`config.mk`:
```
export PLATFORM = sky130hd
export DESIGN_NAME = ascon_perm_ctrl
export DESIGN_NICKNAME = d
export VERILOG_FILES = /design/src/rtl/ascon_pkg.sv /design/src/rtl/ascon_round_cnt.sv /design/src/rtl/ascon_perm_ctrl.sv
export SDC_FILE = /design/constraint.sdc
export NUM_CORES = 1
export LEC_CHECK = 0
export BUFFER_PORTS_ARGS = -buffer_cell sky130_fd_sc_hd__buf_2
export CORE_MARGIN = 5
export CORE_UTILIZATION = 35
export CTS_CLUSTER_SIZE = 30
export DETAILED_ROUTE_END_ITERATION = 10
export RECOVER_POWER = 50
export SETUP_SLACK_MARGIN = 0.5
export SYNTH_ARGS = -nofsm -noshare
export SYNTH_HDL_FRONTEND = slang
export SYNTH_SLANG_ARGS = --single-unit
```
`constraint.sdc`:
```
create_clock -name clk -period 2.34 [get_ports clk]
set_clock_uncertainty 0.05 [all_clocks]
set_input_delay 0.585 -clock clk [delete_from_list [all_inputs] [get_ports clk]]
set_output_delay 0.585 -clock clk [all_outputs]
set_load 0.02 [all_outputs]
```
`src/rtl/ascon_pkg.sv`:
```
`default_nettype none
// ============================================================================
//  Module      : ascon_pkg
//  Description : Shared definitions for the Ascon permutation controller:
//                operation-mode codes, FSM state encoding, round-counter
//                width and the maximum round count, plus mode helpers.
//  Revision    : 1.0  initial release
// ============================================================================
package ascon_pkg;

    localparam int RC_IDX_W   = 4;
    localparam int MAX_ROUNDS = 12;

    // Operation modes offered with a permutation request
    localparam logic [2:0] OP_NOP   = 3'd0;
    localparam logic [2:0] OP_INIT  = 3'd1;
    localparam logic [2:0] OP_AD    = 3'd2;
    localparam logic [2:0] OP_PT    = 3'd3;
    localparam logic [2:0] OP_FINAL = 3'd4;

    // Controller state encoding
    localparam logic [1:0] ST_IDLE  = 2'd0;
    localparam logic [1:0] ST_LOAD  = 2'd1;
    localparam logic [1:0] ST_ROUND = 2'd2;
    localparam logic [1:0] ST_DONE  = 2'd3;

    // True for the four modes that actually run the permutation
    function automatic logic op_is_perm(input logic [2:0] mode);
        return (mode >= OP_INIT) && (mode <= OP_FINAL);
    endfunction

    // Initialisation and finalisation use the long (pa) round count
    function automatic logic op_is_pa(input logic [2:0] mode);
        return (mode == OP_INIT) || (mode == OP_FINAL);
    endfunction

    // Codes above OP_FINAL are not defined
    function automatic logic op_is_illegal(input logic [2:0] mode);
        return mode > OP_FINAL;
    endfunction

endpackage
`default_nettype wire

```
`src/rtl/ascon_round_cnt.sv`:
```
`default_nettype none
// ============================================================================
//  Module      : ascon_round_cnt
//  Description : Round counter for the Ascon permutation. Latches the round
//                count n on load, steps once per active cycle and produces
//                the round-constant index (MAX_ROUNDS - n + r) and a flag
//                marking the last round. The index holds its last value
//                while the counter is not active.
//  Ports       : clk, rst        clock / synchronous active-high reset
//                load, n_rounds  latch a new round count, clear the counter
//                active          a round is being applied this cycle
//                round_idx       round-constant index for the current round
//                last            current round is the final one
//  Revision    : 1.0  initial release
// ============================================================================
module ascon_round_cnt
    import ascon_pkg::*;
(
    input  logic                clk,
    input  logic                rst,
    input  logic                load,
    input  logic [RC_IDX_W-1:0] n_rounds,
    input  logic                active,
    output logic [RC_IDX_W-1:0] round_idx,
    output logic                last
);

    localparam logic [RC_IDX_W-1:0] c_MAX = RC_IDX_W'(MAX_ROUNDS);

    logic [RC_IDX_W-1:0] r_n;
    logic [RC_IDX_W-1:0] r_cnt;
    logic [RC_IDX_W-1:0] r_idx_hold;
    logic [RC_IDX_W-1:0] w_idx;

    // n is at most MAX_ROUNDS, so the subtraction never goes negative
    assign w_idx = c_MAX - r_n + r_cnt;

    always_ff @(posedge clk) begin
        if (rst) begin
            r_n        <= c_MAX;
            r_cnt      <= '0;
            r_idx_hold <= '0;
        end else begin
            if (load) begin
                r_n   <= n_rounds;
                r_cnt <= '0;
            end else if (active) begin
                r_cnt <= r_cnt + 1'b1;
            end
            if (active) begin
                r_idx_hold <= w_idx;
            end
        end
    end

    assign round_idx = active ? w_idx : r_idx_hold;
    assign last      = active && (r_cnt == (r_n - 1'b1));

endmodule
`default_nettype wire

```
`src/rtl/ascon_perm_ctrl.sv`:
```
`default_nettype none
// ============================================================================
//  Module      : ascon_perm_ctrl
//  Description : Sequences the Ascon permutation datapath. Accepts a
//                permutation request, runs pa or pb rounds with per-round
//                enable and round-constant index, pulses done, and
//                arbitrates state-register writes between the SPI host and
//                the running permutation (host wins while idle).
//  Ports       : clk, rst                  clock / sync active-high reset
//                req_valid/req_ready/req_mode  permutation request handshake
//                host_wr_req/host_wr_gnt   host state-write arbitration
//                round_en, round_idx       per-round datapath control
//                busy, done, err_mode      status
//                perm_cnt, round_cnt       performance counters (optional)
//  Config      : ASCON_PERF_CNT_EN adds the perm_cnt / round_cnt outputs.
//  Revision    : 1.0  initial release
// ============================================================================
module ascon_perm_ctrl
    import ascon_pkg::*;
#(
    parameter int NUM_ROUNDS_A = 12,
    parameter int NUM_ROUNDS_B = 6
) (
    input  logic                clk,
    input  logic                rst,
    input  logic                req_valid,
    output logic                req_ready,
    input  logic [2:0]          req_mode,
    input  logic                host_wr_req,
    output logic                host_wr_gnt,
    output logic                round_en,
    output logic [RC_IDX_W-1:0] round_idx,
    output logic                busy,
    output logic                done,
    output logic                err_mode
`ifdef ASCON_PERF_CNT_EN
    ,
    output logic [15:0]         perm_cnt,
    output logic [23:0]         round_cnt
`endif
);

    generate
        if (NUM_ROUNDS_A < 1 || NUM_ROUNDS_A > MAX_ROUNDS) begin : g_bad_rounds_a
            $error("NUM_ROUNDS_A must be in 1..12");
        end
        if (NUM_ROUNDS_B < 1 || NUM_ROUNDS_B > MAX_ROUNDS) begin : g_bad_rounds_b
            $error("NUM_ROUNDS_B must be in 1..12");
        end
    endgenerate

    localparam logic [RC_IDX_W-1:0] c_N_A = RC_IDX_W'(NUM_ROUNDS_A);
    localparam logic [RC_IDX_W-1:0] c_N_B = RC_IDX_W'(NUM_ROUNDS_B);

    logic [1:0]          r_state;
    logic [1:0]          w_state_next;
    logic                w_accept;
    logic                w_load;
    logic                w_round_active;
    logic                w_last;
    logic [RC_IDX_W-1:0] w_n;
    logic                r_err_mode;

    // Outputs are forced low during the reset cycle so an aborted
    // permutation stops driving the datapath immediately.
    assign req_ready      = !rst && (r_state == ST_IDLE) && !host_wr_req;
    assign host_wr_gnt    = !rst && (r_state == ST_IDLE) && host_wr_req;
    assign w_round_active = !rst && (r_state == ST_ROUND);
    assign round_en       = w_round_active;
    assign busy           = !rst && ((r_state == ST_LOAD) || (r_state == ST_ROUND));
    assign done           = !rst && (r_state == ST_DONE);
    assign err_mode       = r_err_mode;

    assign w_accept = req_valid && req_ready;
    assign w_load   = w_accept && op_is_perm(req_mode);
    assign w_n      = op_is_pa(req_mode) ? c_N_A : c_N_B;

    ascon_round_cnt u_round_cnt (
        .clk       (clk),
        .rst       (rst),
        .load      (w_load),
        .n_rounds  (w_n),
        .active    (w_round_active),
        .round_idx (round_idx),
        .last      (w_last)
    );

    always_ff @(posedge clk) begin
        if (rst) begin
            r_state <= ST_IDLE;
        end else begin
            r_state <= w_state_next;
        end
    end

    always_comb begin
        w_state_next = r_state;
        case (r_state)
            ST_IDLE:  if (w_load) w_state_next = ST_LOAD;
            ST_LOAD:  w_state_next = ST_ROUND;
            ST_ROUND: if (w_last) w_state_next = ST_DONE;
            ST_DONE:  w_state_next = ST_IDLE;
            default:  w_state_next = ST_IDLE;
        endcase
    end

    // Sticky until reset: an illegal mode is consumed but never runs
    always_ff @(posedge clk) begin
        if (rst) begin
            r_err_mode <= 1'b0;
        end else if (w_accept && op_is_illegal(req_mode)) begin
            r_err_mode <= 1'b1;
        end
    end

`ifdef ASCON_PERF_CNT_EN
    logic [15:0] r_perm_cnt;
    logic [23:0] r_round_cnt;

    always_ff @(posedge clk) begin
        if (rst) begin
            r_perm_cnt  <= '0;
            r_round_cnt <= '0;
        end else begin
            if (done) begin
                r_perm_cnt <= r_perm_cnt + 16'd1;
            end
            if (round_en) begin
                r_round_cnt <= r_round_cnt + 24'd1;
            end
        end
    end

    assign perm_cnt  = r_perm_cnt;
    assign round_cnt = r_round_cnt;
`endif

endmodule
`default_nettype wire

```
==> out/metrics.yaml, run 1 <==
initial_core_util_pct: 36.9
seq_area_frac_synth_pct: 35.9
cts_hold_buf: 0
hold_end: "err_mode$_SDFFE_PP0P_"
grt_start_max_net_pins: 18
max_cap_viol_count: 0
numClockSinks: 13
rr_startpoint: "u_round_cnt.r_n[1]$_SDFFE_PP0P_"
hold_path_depth: 2
drc: 0
placed_area_sq_um: 880
final_common_cell: "buf_4"
yosysWarnings: 0
cts_root_buffer: "clkbuf_4"
post-route-period-util_pct: 106
gp_congestion: 0.733
num_vias: 690
drt_iter0_drc: 9
first_pass_iters: 4
routedWlPerCell_um: 11.5
avgSynthCellArea_sq_um: 8.42
ant_nets: 0
power_density_mw_per_mm2: 635
violations: "setup timing"
area_growth_pct: 61.3
hold_viol: 0
fmax_ghz: 0.402
fp.dieH_um: 55.5
cp-start-kind: "flop"
syn-num-nets: 99
diodes: 0
path_class: "reg -> out"
finalSetupViolCount: 1
netlist_instances: 86
nFillCells: 188
leakage_nw: 0.493
design_area_sq_mm: 0.00117
hold_ws_ps: 430
final_cell_mix: "buf_4 (13), nor2_1 (10), buf_6 (10), dfxtp_1 (9), nand2_1 (8)"
r2r-end: "r_state[1]$_SDFFE_PP0P_"
yosysUniqueCellTypes: 26
dp_hpwl_mm: 1.06
p_total_w: 0.000742
htreeDepth: 1
hp-class: "reg -> reg"
slew_violations: 0
die-area_sq_mm: 0.00308
clkLatencyLatePin_ps: 270
r2r_cells: 8
grt_util_met3_pct: 5.36
finalCriticalPeriod_ps: 2490
met2_usage_pct: 17.9
gr-usage-met1_pct: 12.2
die_x_um: 55.5
crit_required_ps: 1700
antenna_found_initial: 0
end_kind: "primary output"
track_usage_pct: 11.1
io_pins: 17
status: "complete, but fails checks"
layout-drive-gt1-share_pct: 47.5
numCtsBuffers: 3
r2r_setup_slack_ps: 630
wirelength_mm: 1.71
worst_slew_pin_slew_ps: 515
rows: 16
critPathArrivalTime_ps: 1850
cts_tree: "done"
port_buffers: 16
peakVddDrop_mv: 0.434
critPathMaxFanout: 2
ys_ff_latch: 13
finalNetCount: 136
viasPerCell: 4.63
slew_headroom_pct: 65.7
coreArea_sq_mm: 0.00196
clk_pin_slew_worst_paths_ps: 80
grt_pass1_vias: 631
grt_setup_unrepaired: "yes"
min_from: "err_mode$_SDFFE_PP0P_"
grt_first_pass_wirelength_mm: 2.70
fin_ws_ps: -146
busiest_layer: "met2"
clockBufferDepth: 2
grt_overflow_total: 0
syn_area_sq_um: 724
==> synthesized netlist by cell type, drive strengths merged <==
library cell	number	share of area, %
dfxtp	13	36
nand2	11	5.7
nor2	10	5.2
inv	6	3.1
nor2b	6	5.2
o21ai	6	4.1
ha	5	8.6
a21oi	4	2.8
xnor2	4	4.8
xor2	4	4.8
nand2b	2	1.7
nand4	2	1.7
a211oi	1	1.0
a22o	1	1.2
and3b	1	1.2
and4bb	1	1.7
buf	1	0.69
clkbuf	1	0.52
fa	1	2.8
mux2	1	2.1
nand3	1	0.69
nand4bb	1	1.6
nor3b	1	1.0
or2	1	0.86
or3	1	0.86
==> logic make-up (layout without fill, tap and decap cells) <==
group | Yosys count | count (layout) | share of synthesized area [%]
adders and majority gates | 6 | 6 | 11.4
DFF | 13 | 13 | 35.9
and+or+nand+nor | 38 | 39 | 27.5
muxes | 1 | 1 | 2.07
AOI/OAI and AO/OA | 12 | 12 | 9.15
xor gates and xnor gates | 8 | 8 | 9.67
buffers and inverters | 8 | 43 | 4.32
==> power breakdown <==
part / switching [W] / leakage [nW] / internal (W)
sequential: 0.0000223 / 0.107 / 0.000241
combinational: 0.000152 / 0.370 / 0.000189
clock: 0.0000720 / 0.0150 / 0.0000660
==> area by class of cell <==
type / count / area (sq um) / share of cell area, %
inverters: 6 / 30.0 / 2.57
clock buffers: 4 / 26.3 / 2.25
repair buffers: 33 / 258 / 22.1
multi-input cells: 66 / 553 / 47.3
flip-flops and latches: 13 / 268 / 22.9
well taps: 27 / 33.8 / 2.89
==> flip-flops by register name, summed over array words and instances (netlist names) <==
register,cells
r_state,2
u_round_cnt.r_idx_hold,4
u_round_cnt.r_cnt,4
err_mode,1
u_round_cnt.r_n,2
==> how the worst max path moves through the flow <==
stage                                          startpoint      endpoint  slack, ps  cells after the start
after global placement    u_round_cnt.r_n[1]$_SDFFE_PP0P_  round_idx[3]         80                      8
after floorplan           u_round_cnt.r_n[1]$_SDFFE_PP0P_  round_idx[3]        160                      7
final                     u_round_cnt.r_n[1]$_SDFFE_PP0P_  round_idx[3]       -150                      8
after detailed placement  u_round_cnt.r_n[1]$_SDFFE_PP0P_  round_idx[3]         60                      8
after global routing      u_round_cnt.r_n[1]$_SDFFE_PP0P_  round_idx[3]       -250                      8
after CTS                 u_round_cnt.r_n[1]$_SDFFE_PP0P_  round_idx[3]       -160                      8
==> routing by layer <==
layer | part of all wire, % | vias to the layer above
li1 | - | 360
met1 | 44 | 314
met2 | 51 | 14
met3 | 4.6 | 2
met4 | 0.88 | 0
met5 | 0 | -
==> stage by stage <==
stage	util (%)	setup WS, ps	TNS (ps)	std cells
2_1_floorplan	-	159	0	86
3_3_place_gp	44.8	76.9	0	128
3_5_place_dp	44.8	61.4	0	128
4_1_cts	54.9	-159	-159	140
5_1_grt	59.6	-253	-293	149
6_report	59.6	-146	-146	149
==> repair_timing <==
item | in CTS | in global routing
buffers inserted | 7 | 9
setup endpoints to repair | 8 | 9
resized for setup | 33 | 11
pin swaps | 8 | 5
cloned | 1 | 0
==> critical path, cell delays in order, from the launching register on <==
cell	delay, ps
dfxtp_2	340
inv_2	40
ha_4	260
inv_2	30
fa_2	320
xor2_1	150
xnor2_1	140
o21ai_2	150
buf_6	140
Note: power is estimated with default switching activity, not from simulation.
==> run 2, diff against run 1 <==
--- a/config.mk
+++ b/config.mk
@@ -5,7 +5,7 @@
 export SDC_FILE = /design/constraint.sdc
 export NUM_CORES = 1
 export LEC_CHECK = 0
-export BUFFER_PORTS_ARGS = -buffer_cell sky130_fd_sc_hd__buf_2
+export BUFFER_PORTS_ARGS = -buffer_cell sky130_fd_sc_hd__buf_4
 export CORE_MARGIN = 5
 export CORE_UTILIZATION = 35
 export CTS_CLUSTER_SIZE = 30
==> constraint.sdc (replaced) <==
create_clock -name clk -period 2.34 [get_ports clk]
set_clock_uncertainty 0.05 [all_clocks]
set_input_delay 0.117 -clock clk [delete_from_list [all_inputs] [get_ports clk]]
set_output_delay 0.117 -clock clk [all_outputs]
set_load 0.02 [all_outputs]
==> run 2 against run 1 <==
- the run now ends clean
- non-clock buffer count is 12 lower
- global-route usage is 1.0 points lower
- critical path depth unchanged
- maximum frequency increased by 21%
- die area did not move
- hold slack worse by 360 ps
- sequential power is 5% lower
- clock power grew 4%
- worst setup slack improved by 440 ps
- combinational power down 45%
- largest cell class unchanged
==> out/metrics.yaml, run 2 (same netlist as run 1, synthesis figures left out) <==
final_cell_mix: "buf_4 (15), nand2_1 (11), dfxtp_1 (11), nor2_1 (10), nor2b_1 (6)"
die_x_um: 55.5  # unchanged
port_buffers: 16  # unchanged
viasPerCell: 4.63  # -0.13%
end_kind: "primary output"
grt_overflow_total: 0  # unchanged
power_density_mw_per_mm2: 611  # -3.8%
min_from: "req_mode[1]"
post-route-period-util_pct: 87.5  # -19 points
final_cell_count_no_fill: 136  # -8.7%
final_common_cell: "buf_4"
slew_headroom_pct: 77.5  # +12 points
cts_root_buffer: "clkbuf_4"
cp-start-kind: "flop"
ant_nets: 0  # unchanged
grt_pass1_vias: 598  # -5.2%
antenna_found_initial: 0  # unchanged
area_growth_pct: 31.3
numClockSinks: 13  # unchanged
grt_first_pass_wirelength_mm: 2.50  # -7.7%
first_pass_iters: 4  # unchanged
hp-class: "in -> reg"
slew_violations: 0  # unchanged
leakage_nw: 0.411  # -17%
status: "complete, no violations"
track_usage_pct: 10.1  # -1.0 points
fp.dieH_um: 55.5  # unchanged
num_vias: 629  # -8.8%
layout-drive-gt1-share_pct: 27.5  # -20 points
dp_hpwl_mm: 1.04  # -1.7%
wirelength_mm: 1.54  # -10%
fmax_ghz: 0.489  # +21%
crit_required_ps: 2170  # +470 ps
peakVddDrop_mv: 0.243  # -44%
max_cap_viol_count: 0  # unchanged
coreArea_sq_mm: 0.00196  # unchanged
rr_startpoint: "u_round_cnt.r_n[1]$_SDFFE_PP0P_"
hold_viol: 0  # unchanged
io_pins: 17  # unchanged
numCtsBuffers: 3  # unchanged
place_ws_ps: 415  # +353 ps
initial_core_util_pct: 36.9  # unchanged
drc: 0  # unchanged
diodes: 0  # unchanged
dp_cells: 127  # -0.78%
die-area_sq_mm: 0.00308  # unchanged
grt_start_max_net_pins: 19  # +1
finalNetCount: 123  # -9.6%
cts_tree: "done"
finalCriticalPeriod_ps: 2050  # -439 ps
clkLatencyLatePin_ps: 280  # about the same
cts_hold_buf: 0  # unchanged
grt_setup_unrepaired: "yes"
critPathArrivalTime_ps: 1880  # +30 ps
clockBufferDepth: 2  # unchanged
largestRegisters: "u_round_cnt.r_cnt x4, u_round_cnt.r_idx_hold x4"
worst_slew_pin_slew_ps: 338  # -177 ps
clk_pin_slew_worst_paths_ps: 80  # about the same
setup-tns-final_ps: 0  # +146 ps
gp_congestion: 0.725  # -1.2%
fin_ws_ps: 294  # +439 ps
htreeDepth: 1  # unchanged
finalSetupViolCount: 0  # -1
rows: 16  # unchanged
drt_iter0_drc: 3  # -6
worstSetupStartpoint: "u_round_cnt.r_n[1]$_SDFFE_PP0P_"
routedWlPerCell_um: 11.3  # -1.6%
path_class: "reg -> out"
critPathMaxFanout: 2  # unchanged
[run 2: changes by cell type in the layout (fill, tap and decap cells not counted), sizes merged]
cell and delta:
nand2b -1, buf -11, clkbuf -1
[run 2: cell type report]
class	instances	area [sq um]
repair buffers	21	150
inverters	6	22.5
multi-input cells	65	455
clock buffers	4	26.3
fillers	214	1010
well taps	27	33.8
flip-flops and latches	13	263
[run 2: power breakdown]
| group | total (W) | internal, W | switching, W | leakage (nW) |
|---|---|---|---|---|
| Clock | 0.000143 | 0.0000661 | 0.0000771 | 0.0150 |
| Sequential | 0.000250 | 0.000238 | 0.0000122 | 0.106 |
| Combinational | 0.000187 | 0.0000829 | 0.000105 | 0.290 |
| Total | 0.000581 | 0.000387 | 0.000194 | 0.411 |
[run 2: timing repair]
| action | in CTS | in global routing |
|---|---|---|
| pin swaps | 3 | 2 |
| gates resized for setup | 9 | 3 |
| setup endpoints to repair | 3 | 8 |
| buffers inserted | 4 | 1 |
[run 2: critical path, cell delays in order (launching register included)]
cell	delay [ps]
dfxtp_2	340
inv_2	50
ha_4	270
inv_2	30
fa_2	320
xor2_1	150
xnor2_1	140
o21ai_2	150
buf_6	140
[run 2: per-layer routing]
layer	global-route usage [%]	up-vias	share of wire (%)
li1	-	331	-
met1	12.8	282	47
met2	14.7	14	47
met3	3.03	2	5.2
met4	6.25	0	0.78
met5	0	-	0
[run 2: path summary, 6_finish.rpt]
| check | endpoint | slack [ps] | depth (start not counted) |
|---|---|---|---|
| max | round_idx[3] | 290 | 8 |
| min | u_round_cnt.r_n[1]$_SDFFE_PP0P_ | 70 | 3 |
| max reg2reg | u_round_cnt.r_idx_hold[3]$_SDFF_PP0_ | 490 | 9 |
| min reg2reg | err_mode$_SDFFE_PP0P_ | 440 | 2 |
[run 2: per-stage QoR]
stage / utilization [%] / cell area [sq um] / power (W) / hold slack [ps]
detailed placement: 44.5 / 873 / 0.000442 / 370
CTS: 48.9 / 958 / 0.000593 / 58.2
global placement: 44.5 / 873 / 0.000439 / 367
global route: 48.5 / 951 / 0.000622 / 87.8
floorplan: - / 728 / 0.000386 / 224
finish: 48.5 / 951 / 0.000581 / 65.0
==> run 3, diff against run 2 <==
==> constraint.sdc (replaced) <==
create_clock -name clk -period 2.34 [get_ports clk]
set_clock_uncertainty 0.05 [all_clocks]
set_input_delay 0.117 -clock clk [delete_from_list [all_inputs] [get_ports clk]]
set_output_delay 0.117 -clock clk [all_outputs]
set_load 0.05 [all_outputs]
==> run 3 against run 2 <==
- global-route usage down 0.21 points
- clock power is essentially flat
- flip-flop and latch count did not move
- design area is 0.39% lower
- count of clock-buffer cells in the layout unchanged
- routed wire length is 9.1% lower
- sequential power about the same
- via count shrank 2.4%
- largest cell class unchanged
- critical path depth did not move
- maximum frequency is 2.1% lower
- non-clock buffer count down 3
==> out/metrics.yaml, run 3 (same netlist as run 1, synthesis figures left out) <==
place_ws_ps: 426  # +10.8 ps
worst_slew_pin_slew_ps: 603  # +265 ps
end_kind: "primary output"
p_total_w: 0.000617  # +6.3%
combPwrFrac_pct: 37.0  # +4.7 points
numCtsBuffers: 3  # unchanged
fin_ws_ps: 249  # -44.4 ps
r2r_cells: 8  # -1
crit_required_ps: 2170  # about the same
grt_overflow_total: 0  # unchanged
cts_root_buffer: "clkbuf_4"
slew_violations: 0  # unchanged
finalCriticalPeriod_ps: 2090  # +44.4 ps
final_util_pct: 48.3  # -0.19 points
rows: 16  # unchanged
finalSetupViolCount: 0  # unchanged
area_growth_pct: 30.7
critPathArrivalTime_ps: 1920  # +40 ps
grt_pass1_vias: 593  # -0.84%
die-area_sq_mm: 0.00308  # unchanged
hold_ws_ps: 70.2  # +5.19 ps
slew_headroom_pct: 60.0  # -18 points
critPathMaxFanout: 2  # unchanged
path_delay_family: "adder cells"
final_common_cell: "buf_4"
track_usage_pct: 9.86  # -0.21 points
worstPathCellList: "inv_2, ha_4, inv_2, fa_2, xor2_1, xnor2_1, o21ai_4, buf_6"
slowest_stage: "dfxtp_2"
hold_end: "u_round_cnt.r_n[1]$_SDFFE_PP0P_"
fp.dieH_um: 55.5  # unchanged
coreArea_sq_mm: 0.00196  # unchanged
grt_setup_unrepaired: "yes"
min_from: "req_mode[1]"
power_density_mw_per_mm2: 652  # +6.8%
ant_nets: 0  # unchanged
p_sw_w: 0.000226  # +17%
peakVddDrop_mv: 0.444  # +83%
clkPwrFrac_pct: 22.7  # -2.0 points
hold_path_depth: 3  # unchanged
p_int_w: 0.000391  # +1.2%
worst_path_most_repeated_cell: "inv_2"
cts_tree: "done"
setup-tns-final_ps: 0  # unchanged
port_buffers: 16  # unchanged
grt_first_pass_wirelength_mm: 2.42  # -3.0%
p_sw_share_pct: 36.6  # +3.2 points
post-route-period-util_pct: 89.4  # +1.9 points
io_pins: 17  # unchanged
clk_pin_slew_worst_paths_ps: 80  # about the same
largestRegisters: "u_round_cnt.r_cnt x4, u_round_cnt.r_idx_hold x4"
crit_buf_inv: 3  # unchanged
hold_viol: 0  # unchanged
num_vias: 614  # -2.4%
drt_iter0_drc: 8  # +5
leakage_nw: 0.399  # -2.7%
antenna_found_initial: 0  # unchanged
finalNetCount: 120  # -2.4%
numClockSinks: 13  # unchanged
routedWlPerCell_um: 10.5  # -7.1%
clockBufferDepth: 2  # unchanged
rr_startpoint: "u_round_cnt.r_n[1]$_SDFFE_PP0P_"
final_cell_mix: "buf_4 (13), nand2_1 (11), dfxtp_1 (11), nor2_1 (10), nor2b_1 (6)"
r2r_setup_slack_ps: 560  # +70 ps
cts_hold_buf: 0  # unchanged
status: "complete, no violations"
initial_core_util_pct: 36.9  # unchanged
wirelength_mm: 1.40  # -9.1%
viasPerCell: 4.62  # -0.18%
clkLatencyLatePin_ps: 280  # about the same
path_class: "reg -> out"
r2r-end: "u_round_cnt.r_idx_hold[3]$_SDFF_PP0_"
diodes: 0  # unchanged
grt_start_max_net_pins: 19  # unchanged
first_pass_iters: 4  # unchanged
max_stage_delay_ps: 340  # about the same
drc: 0  # unchanged
gp_congestion: 0.738  # +1.9%
max_cap_viol_count: 0  # unchanged
fmax_ghz: 0.478  # -2.1%
hp-class: "in -> reg"
cp-start-kind: "flop"
layout-drive-gt1-share_pct: 26.4  # -1.1 points
dp_hpwl_mm: 1.05  # +1.1%
power_frac_seq_pct: 40.3  # -2.7 points
die_x_um: 55.5  # unchanged
htreeDepth: 1  # unchanged
==> run 3: changes by cell type in the layout (fill, tap and decap cells not counted), sizes merged <==
cell	previous run	this run
buf	17	15
clkbuf	8	7
==> run 3: tightest hold or removal path: stages <==
cell and delay (ps):
buf_4 120, o21ai_0 60, a21oi_1 60
==> run 3: through the flow <==
step | std cells | instance area [sq um]
after floorplan | 86 | 763
after global placement | 127 | 908
after detailed placement | 127 | 908
after CTS | 133 | 961
after global routing | 133 | 947
final | 133 | 947
==> run 3: per-layer routing <==
metal	up-vias	part of all wire [%]	GRT usage (%)	routed length, um
met5	-	0	0	0
met1	278	43	10.9	598
met2	12	51	16.4	711
li1	322	-	-	-
met4	0	1.3	4.17	18
met3	2	5.0	4.20	70
==> run 3: worst max path at each step <==
stage | from | to | depth (start not counted) | slack, ps
2_1_floorplan | u_round_cnt.r_n[1]$_SDFFE_PP0P_ | u_round_cnt.r_idx_hold[3]$_SDFF_PP0_ | 8 | 380
3_3_place_gp | u_round_cnt.r_n[1]$_SDFFE_PP0P_ | round_idx[3] | 8 | 460
3_5_place_dp | u_round_cnt.r_n[1]$_SDFFE_PP0P_ | round_idx[3] | 8 | 430
4_1_cts | u_round_cnt.r_n[1]$_SDFFE_PP0P_ | round_idx[3] | 8 | 230
5_1_grt | r_state[0]$_SDFFE_PP0P_ | round_idx[0] | 7 | 150
6_report | u_round_cnt.r_n[1]$_SDFFE_PP0P_ | round_idx[3] | 8 | 250
==> run 3: cell type report <==
| class | count | area [sq um] |
|---|---|---|
| Timing Repair Buffer | 18 | 131 |
| Sequential cell | 13 | 263 |
| Multi-Input combinational cell | 65 | 470 |
| Tap cell | 27 | 33.8 |
| Inverter | 6 | 22.5 |
| Fill cell | 219 | 1010 |
| Clock buffer | 4 | 26.3 |
==> run 3: repair_timing <==
item	in CTS	in global routing
cloned	0	0
endpoints found under the hold margin	0	0
pin swaps	3	1
gates resized for setup	5	2
setup buffers	2	0
setup endpoints to repair	6	5
==> run 3: power groups by stage <==
stage | clock network, W | logic [W] | registers, W
after global placement | 0 | 0.000227 | 0.000254
after global routing | 0.000162 | 0.000250 | 0.000251
final | 0.000140 | 0.000228 | 0.000249
after CTS | 0.000151 | 0.000235 | 0.000249
after detailed placement | 0 | 0.000228 | 0.000255
after floorplan | 0 | 0.000172 | 0.000255
